--- src/rtl/bresenham_line_pkg.sv ---
// Shared types for the Bresenham line walker: point type, framebuffer size, FSM states.
// Framebuffer size defaults come from `WIDTH / `HEIGHT; clipping is enabled by BRESEN_CLIP_EN.
`ifndef WIDTH
`define WIDTH 640
`endif
`ifndef HEIGHT
`define HEIGHT 480
`endif

package bresenham_line_pkg;

    typedef struct packed {
        logic signed [15:0] x;
        logic signed [15:0] y;
    } point2d_t;

    typedef enum logic [1:0] {
        ST_IDLE = 2'd0,
        ST_DRAW = 2'd1,
        ST_DONE = 2'd2
    } bresen_state_t;

    function automatic logic in_fb(input point2d_t pt, input int w, input int h);
        return (pt.x >= 16'sd0) && (int'(pt.x) < w)
            && (pt.y >= 16'sd0) && (int'(pt.y) < h);
    endfunction

endpackage

--- src/rtl/bresenham_line_setup.sv ---
// Combinational line setup: deltas, step directions and initial error term.
// Optional clipping (BRESEN_CLIP_EN) lives in the top, not here.
module bresenham_line_setup
    import bresenham_line_pkg::*;
(
    input  point2d_t           p,
    input  point2d_t           q,
    output logic signed [16:0] dx,
    output logic signed [16:0] dy,
    output logic signed [1:0]  sx,
    output logic signed [1:0]  sy,
    output logic signed [17:0] err0
);

    logic signed [16:0] ddx;
    logic signed [16:0] ddy;

    always_comb begin
        ddx  = $signed({q.x[15], q.x}) - $signed({p.x[15], p.x});
        ddy  = $signed({q.y[15], q.y}) - $signed({p.y[15], p.y});
        dx   = ddx[16] ? -ddx : ddx;
        dy   = ddy[16] ? ddy : -ddy;
        sx   = ($signed(p.x) < $signed(q.x)) ? 2'sb01 : 2'sb11;
        sy   = ($signed(p.y) < $signed(q.y)) ? 2'sb01 : 2'sb11;
        err0 = $signed({dx[16], dx}) + $signed({dy[16], dy});
    end

endmodule

--- src/rtl/bresenham_line.sv ---
// Bresenham line walker: one pixel per handshake from p to q inclusive, then a done pulse.
// Define BRESEN_CLIP_EN to suppress pixel_valid for off-framebuffer pixels.
module bresenham_line
    import bresenham_line_pkg::*;
#(
    parameter int FB_WIDTH  = `WIDTH,
    parameter int FB_HEIGHT = `HEIGHT
) (
    input  logic     clk,
    input  logic     n_rst,
    input  logic     start,
    input  point2d_t p,
    input  point2d_t q,
    output point2d_t pixel,
    output logic     pixel_valid,
    input  logic     pixel_ready,
    output logic     busy,
    output logic     done
);

    bresen_state_t      state;
    point2d_t           end_pt;
    logic signed [16:0] dx_r;
    logic signed [16:0] dy_r;
    logic signed [1:0]  sx_r;
    logic signed [1:0]  sy_r;
    logic signed [17:0] err_r;

    logic signed [16:0] dx0;
    logic signed [16:0] dy0;
    logic signed [1:0]  sx0;
    logic signed [1:0]  sy0;
    logic signed [17:0] err0;

    bresenham_line_setup u_setup (
        .p    (p),
        .q    (q),
        .dx   (dx0),
        .dy   (dy0),
        .sx   (sx0),
        .sy   (sy0),
        .err0 (err0)
    );

    function automatic logic visible(input point2d_t pt);
`ifdef BRESEN_CLIP_EN
        return in_fb(pt, FB_WIDTH, FB_HEIGHT);
`else
        return (pt == pt) || 1'b1;
`endif
    endfunction

    logic signed [18:0] e2;
    logic               step_x;
    logic               step_y;
    logic               advance;
    logic               at_end;
    point2d_t           nxt;
    logic signed [17:0] nerr;

    always_comb begin
        e2      = $signed({err_r, 1'b0});
        step_x  = e2 >= $signed({{2{dy_r[16]}}, dy_r});
        step_y  = e2 <= $signed({{2{dx_r[16]}}, dx_r});
        nxt     = pixel;
        nerr    = err_r;
        if (step_x) begin
            nxt.x = pixel.x + {{14{sx_r[1]}}, sx_r};
            nerr  = nerr + $signed({dy_r[16], dy_r});
        end
        if (step_y) begin
            nxt.y = pixel.y + {{14{sy_r[1]}}, sy_r};
            nerr  = nerr + $signed({dx_r[16], dx_r});
        end
        // Off-screen pixels carry valid=0 and step without waiting for ready
        advance = (state == ST_DRAW) && (pixel_ready || !pixel_valid);
        at_end  = (pixel == end_pt);
    end

    always_ff @(posedge clk or negedge n_rst) begin
        if (!n_rst) begin
            state       <= ST_IDLE;
            end_pt      <= '0;
            dx_r        <= '0;
            dy_r        <= '0;
            sx_r        <= '0;
            sy_r        <= '0;
            err_r       <= '0;
            pixel       <= '0;
            pixel_valid <= 1'b0;
            busy        <= 1'b0;
            done        <= 1'b0;
        end else begin
            unique case (state)
                ST_IDLE: begin
                    done <= 1'b0;
                    if (start) begin
                        end_pt      <= q;
                        dx_r        <= dx0;
                        dy_r        <= dy0;
                        sx_r        <= sx0;
                        sy_r        <= sy0;
                        err_r       <= err0;
                        pixel       <= p;
                        pixel_valid <= visible(p);
                        busy        <= 1'b1;
                        state       <= ST_DRAW;
                    end
                end
                ST_DRAW: begin
                    if (advance) begin
                        if (at_end) begin
                            pixel_valid <= 1'b0;
                            done        <= 1'b1;
                            state       <= ST_DONE;
                        end else begin
                            pixel       <= nxt;
                            err_r       <= nerr;
                            pixel_valid <= visible(nxt);
                        end
                    end
                end
                ST_DONE: begin
                    done  <= 1'b0;
                    busy  <= 1'b0;
                    state <= ST_IDLE;
                end
                default: begin
                    pixel_valid <= 1'b0;
                    done        <= 1'b0;
                    busy        <= 1'b0;
                    state       <= ST_IDLE;
                end
            endcase
        end
    end

endmodule
--- config.mk ---
export PLATFORM = sky130hd
export DESIGN_NAME = bresenham_line
export DESIGN_NICKNAME = d
export VERILOG_FILES = /design/src/rtl/bresenham_line_pkg.sv /design/src/rtl/bresenham_line_setup.sv /design/src/rtl/bresenham_line.sv
export SDC_FILE = /design/constraint.sdc
export NUM_CORES = 1
export LEC_CHECK = 0
export ABC_AREA = 0
export CAP_MARGIN = 30
export CELL_PAD_IN_SITES_DETAIL_PLACEMENT = 1
export CELL_PAD_IN_SITES_GLOBAL_PLACEMENT = 2
export CORE_MARGIN = 2
export CORE_UTILIZATION = 40
export CTS_CLUSTER_DIAMETER = 30
export DETAILED_ROUTE_END_ITERATION = 10
export PLACE_DENSITY_LB_ADDON = 0.1
export SKIP_CTS_REPAIR_TIMING = 1
export SKIP_LAST_GASP = 1
export SYNTH_ARGS = -nofsm -noshare
export SYNTH_HDL_FRONTEND = slang
export SYNTH_HIERARCHICAL = 1
export SYNTH_SLANG_ARGS = --single-unit
--- constraint.sdc ---
create_clock -name clk -period 9.1 [get_ports clk]
set_input_delay 1.82 -clock clk [delete_from_list [all_inputs] [get_ports clk]]
set_output_delay 1.82 -clock clk [all_outputs]
set_load 0.05 [all_outputs]
==> results by group, run 1 <==
Cells and area
  – Filler instances: 3819
  – Area growth syn-to-layout: 15.6%
  – Antenna fix cells: 0
  – Final Non-Filler Cells: 2063
  – Seq. cell area: 0.00313 sq mm
  – Layout cell share with drive strength beyond 1: 8.61%
  – Multi-input logic area: 0.00922 sq mm
  – Final layout net count: 1875

Synth
  – Top-count cell post-synth: ha_1
  – Synth Instances: 1558
  – Biggest area consumer among synthesized cells: dfrtp_1
  – Top cells by count, synth: 151 x ha_1, 131 x nand2_1, 129 x nor2_1, 125 x a21oi_1, 125 x dfrtp_1
  – Synth cell types: 98
  – Yosys warns: 6
  – Post-synth EDFFs: 0
  – Mapped Area: 0.0130 sq mm
  – Seq/Total Area, Yosys: 24.1%
  – FFs w/ async S/R, synth: 100%
  – Top cells by area, synth: dfrtp_1 24%, ha_1 15%, xnor2_1 6.6%, a21oi_1 4.8%, mux2_2 4.8%
  – Mean Syn Cell Area: 8.32 sq um
  – Top cell type's share of synthesized area: 24.1%
  – Ys flop type: dfrtp_1
  – Number of synthesized register bits: 125

Job
  – Max-Cap Viols: 0

Setup path
  – Setup crit start: q[16]
  – R2R Path End: err_r[17]
  – Critical Path End Type: flip-flop
  – Setup crit end: err_r[16]
  – CP Launch Type: input port
  – Worst R2R Path Depth: 17
  – Largest fanout on the critical path: 18
  – Arrival time worst endpoint: 8.16 ns
  – RR Startpoint: err_r[16]
  – Worst endpoint required time: 9.41 ns
  – Setup Crit Path Kind: in -> reg
  – Reg2Reg Setup Slack: 3.52 ns

Die
  – Initial Utilization: 40.9%
  – Die height: 184 um
  – Core ar.: 0.0317 sq mm
  – Area of the die: 0.0339 sq mm
  – Row Count: 65
  – Die W: 184 um
  – Top-Level Pins: 103

Route
  – Initial DRC Count: 584
  – Residual DRC count: 0
  – Final ANT Viol Nets: 0
  – Drt via density: 5.77
  – DR vias: 11900
  – Wirelength, routed: 43200 um
  – 1st-pass router iterations: 4
  – Routed len/inst: 20.9 um

Timing
  – Slew HR: 46.7%
  – Least-Margin Pin Slew: 0.786 ns
  – Tcrit/Tclk final: 86.2%
  – Final setup viols: 0
  – Max Slew Vio Count: 0
  – RSZ-0062 raised after global routing: no
  – Clk_skew: 0.0187 ns
  – Setup TNS: 0 ns
  – Minimum clock period: 7.85 ns
  – Final Hold Violating Endpoints: 0
  – Fmax: 127 MHz

Clocking
  – Clock Path Buffers: 2
  – Num CTS Buffers: 17
  – H-Tree Depth: 4
  – Clock sink count: 125
  – Worst skew pair latency: 0.45 ns
  – CTS clk-pin slew, worst paths: 0.06 ns
  – Root buf cell: clkbuf_16
  – CTS tree: yes

Global routing
  – Initial antenna violation count: 1
  – Gr usage total: 26.4%
  – First-pass GRT wire length: 69100 um
  – Vias in the first global route: 12500
  – Pin count of the biggest net entering global routing: 74
  – Grt ovf: 0

Placement
  – DP Wirelength: 34500 um
  – IO Port Bufs: 102
  – Placed cell count: 2032
  – Final Wtd Congestion: 0.891

Outcome
  – Result of the run: finished clean

Worst hold path
  – Min-Delay Path Class: reg -> reg
[layout by cell type (no fill, tap or decap), types with 55 or more instances in the layout]
master           instances
ha_1                   151
xnor2_1                 97
dfrtp_1                125
a21oi_1                125
mux2_2                  55
nor2_1                 128
o21ai_0                 98
nand2_1                130
clkdlybuf4s50_1        101
inv_1                  120
[flip-flops by register name, indices dropped and copies added, names as in the netlist]
signal       cells
sy_r             2
end_pt          32
dx_r            17
pixel           32
sx_r             2
state            2
busy             1
pixel_valid      1
dy_r            17
done             1
err_r           18
[stage by stage]
stage	area (sq um)	util, %	hold slack (ns)	setup slack (ns)
finish	15000	47.3	0.487	1.25
CTS	15000	47.3	0.488	1.29
floorplan	13000	-	0.485	1.89
detailed placement	14400	45.5	0.475	0.853
global placement	14400	45.4	0.470	0.944
global route	15000	47.3	0.525	0.679
[layout make-up]
class,count,share of cell area (%)
flip-flops and latches,125,20.9
inverters,121,3.03
clock inverters,7,0.584
multi-input cells,1270,61.5
repair buffers,114,7.47
clock buffers,24,3.21
well taps,402,3.36
[worst min path at each step]
stage / slack (ns) / from / depth (start not counted) / endpoint
2_1_floorplan: 0.48 / sx_r[0] / 1 / sx_r[0]
3_3_place_gp: 0.47 / busy / 1 / busy
3_5_place_dp: 0.48 / busy / 1 / busy
4_1_cts: 0.49 / busy / 1 / busy
5_1_grt: 0.52 / busy / 1 / busy
6_report: 0.49 / busy / 1 / busy
[routing by layer]
metal / GRT usage [%] / vias to the layer above / routed length [um]
li1: - / 5800 / -
met1: 35.4 / 5869 / 20800
met2: 44.2 / 187 / 20200
met3: 3.57 / 45 / 1240
met4: 7.90 / 0 / 932
met5: 0 / - / 0
[critical path, stage by stage]
cell	delay (ns)
clkdlybuf4s50_1	0.47
inv_1	0.05
ha_1	0.22
fa_1	0.43
nand2b_1	0.20
a211oi_1	0.56
o21ai_0	0.24
a21oi_1	0.23
a2bb2oi_2	0.14
buf_4	0.23
mux2i_1	0.18
fa_1	0.45
a21o_1	0.19
a211oi_1	0.31
o21ai_0	0.19
a31oi_1	0.20
nor2b_1	0.09
o21a_1	0.18
or2_2	0.28
maj3_1	0.42
a211oi_1	0.29
o21ai_1	0.11
xor2_1	0.14
nand2_1	0.10
nand3_1	0.09
a211oi_1	0.24
nor3_1	0.09
[cells by family after synthesis]
kind of cell    Yosys count  synth area share, %
fa+ha+maj               159                 15.7
other cells               1               0.0289
buf+inv                 164                 5.01
mux                      67                 5.74
simple gates            448                 16.8
compound gates          459                 23.4
flops                   125                 24.1
xor+xnor                135                 9.12
Power of run 1 is not shown: default switching activity piles up to over one toggle a cycle in this logic, so the estimate is an artifact.
==> inputs of run 2 (changes only) <==
--- a/config.mk
+++ b/config.mk
@@ -11,7 +11,9 @@
 export CELL_PAD_IN_SITES_GLOBAL_PLACEMENT = 2
 export CORE_MARGIN = 2
 export CORE_UTILIZATION = 40
+export CTS_BUF_LIST = sky130_fd_sc_hd__clkbuf_8
 export CTS_CLUSTER_DIAMETER = 30
+export CTS_CLUSTER_SIZE = 20
 export DETAILED_ROUTE_END_ITERATION = 10
 export PLACE_DENSITY_LB_ADDON = 0.1
 export SKIP_CTS_REPAIR_TIMING = 1
==> results by group, run 2 (synthesis results as in run 1) <==
Placement
  – DP Wirelength: 34500 um
  – Final Wtd Congestion: 0.891
  – IO Port Bufs: 102

Timing
  – Least-Margin Pin Slew: 0.785 ns
  – Minimum clock period: 7.78 ns
  – Clk_skew: 0.0144 ns
  – Final Hold Violating Endpoints: 0
  – Max Slew Vio Count: 0
  – Tcrit/Tclk final: 85.5%
  – Final setup viols: 0
  – RSZ-0062 raised after global routing: no
  – Slew HR: 46.8%
  – Fmax: 129 MHz
  – Setup TNS: 0 ns

Setup path
  – CP Launch Type: input port
  – Largest fanout on the critical path: 18
  – Setup Crit Path Kind: in -> reg
  – Arrival time worst endpoint: 8.15 ns
  – Cell mode on critical path: a211oi_1
  – Setup crit start: q[16]
  – Worst R2R Path Depth: 17
  – Worst endpoint required time: 9.47 ns
  – RR Startpoint: err_r[16]
  – Critical Path End Type: flip-flop
  – Crit path max-delay cell type: a211oi_1
  – Max stage delay on crit path: 0.56 ns

Route
  – Drt via density: 5.78
  – Wirelength, routed: 43100 um
  – Final ANT Viol Nets: 0
  – DR vias: 11900
  – Routed len/inst: 20.9 um
  – Residual DRC count: 0
  – Initial DRC Count: 586
  – 1st-pass router iterations: 5

Outcome
  – Result of the run: finished clean

Clocking
  – Clock sink count: 125
  – Num CTS Buffers: 17
  – CTS tree: yes
  – Clock Path Buffers: 2
  – Root buf cell: clkbuf_8
  – H-Tree Depth: 4
  – Worst skew pair latency: 0.50 ns
  – CTS clk-pin slew, worst paths: 0.07 ns

Global routing
  – First-pass GRT wire length: 68900 um
  – Pin count of the biggest net entering global routing: 74
  – Grt ovf: 0
  – Vias in the first global route: 12400
  – Gr usage total: 26.4%
  – Initial antenna violation count: 1

Cells and area
  – Antenna fix cells: 0
  – Final layout net count: 1875
  – Area growth syn-to-layout: 14.2%
  – Commonest non-fill, non-tap cells in the layout: 151 x ha_1, 130 x nand2_1, 128 x nor2_1
  – Layout cell share with drive strength beyond 1: 8.61%
  – Commonest non-fill, non-tap cell in the layout: ha_1
  – Top Registers: end_pt x32, pixel x32, err_r x18

Die
  – Core ar.: 0.0317 sq mm
  – Initial Utilization: 40.9%
  – Row Count: 65
  – Die W: 184 um
  – Top-Level Pins: 103
  – Area of the die: 0.0339 sq mm
  – Die height: 184 um

Worst hold path
  – Hold Startpoint: busy
  – Min-Delay Path Class: reg -> reg
  – Hold path cells: 1

Job
  – Max-Cap Viols: 0
## run 2: final timing paths
kind	endpoint	slack, ns
setup / recovery	err_r[16]	1.32
hold / removal	busy	0.49
setup reg to reg	err_r[17]	3.50
hold reg to reg	busy	0.49
max in group asynchronous	dx_r[12]	6.50
min in group asynchronous	end_pt[3]	1.34
## run 2: routing by layer
layer	part of all wire (%)	track usage, %
met5	0	0
met4	2.2	8.03
met2	47	44.0
met1	48	35.5
met3	3.2	3.29
## run 2: worst max-delay path: cells and delay by family
| family | cells | cell delay (ns) |
|---|---|---|
| simple gates | 7 | 0.93 |
| compound gates | 12 | 2.89 |
| xor+xnor | 2 | 0.34 |
| buf+inv | 3 | 0.75 |
| fa+ha+maj | 4 | 1.39 |
## run 2: final cells by class
class / count / area, sq um
Multi-Input combinational cell: 1270 / 9220
Clock inverter: 11 / 103
Fill cell: 3838 / 16900
Timing Repair Buffer: 114 / 1120
Sequential cell: 125 / 3130
Clock buffer: 20 / 275
Tap cell: 402 / 503
Inverter: 121 / 454
## run 2: stage by stage
step,hold WS (ns),std cells,utilization [%],setup WS [ns],area (sq um)
final,0.488,2063,46.7,1.32,14800
after global routing,0.530,2063,46.7,0.747,14800
after CTS,0.492,2063,46.7,1.36,14800
after detailed placement,0.475,2032,45.5,0.853,14400
after global placement,0.470,2031,45.4,0.944,14400
after floorplan,0.485,1559,-,1.89,13000
Power of run 2 is left out for the same reason.
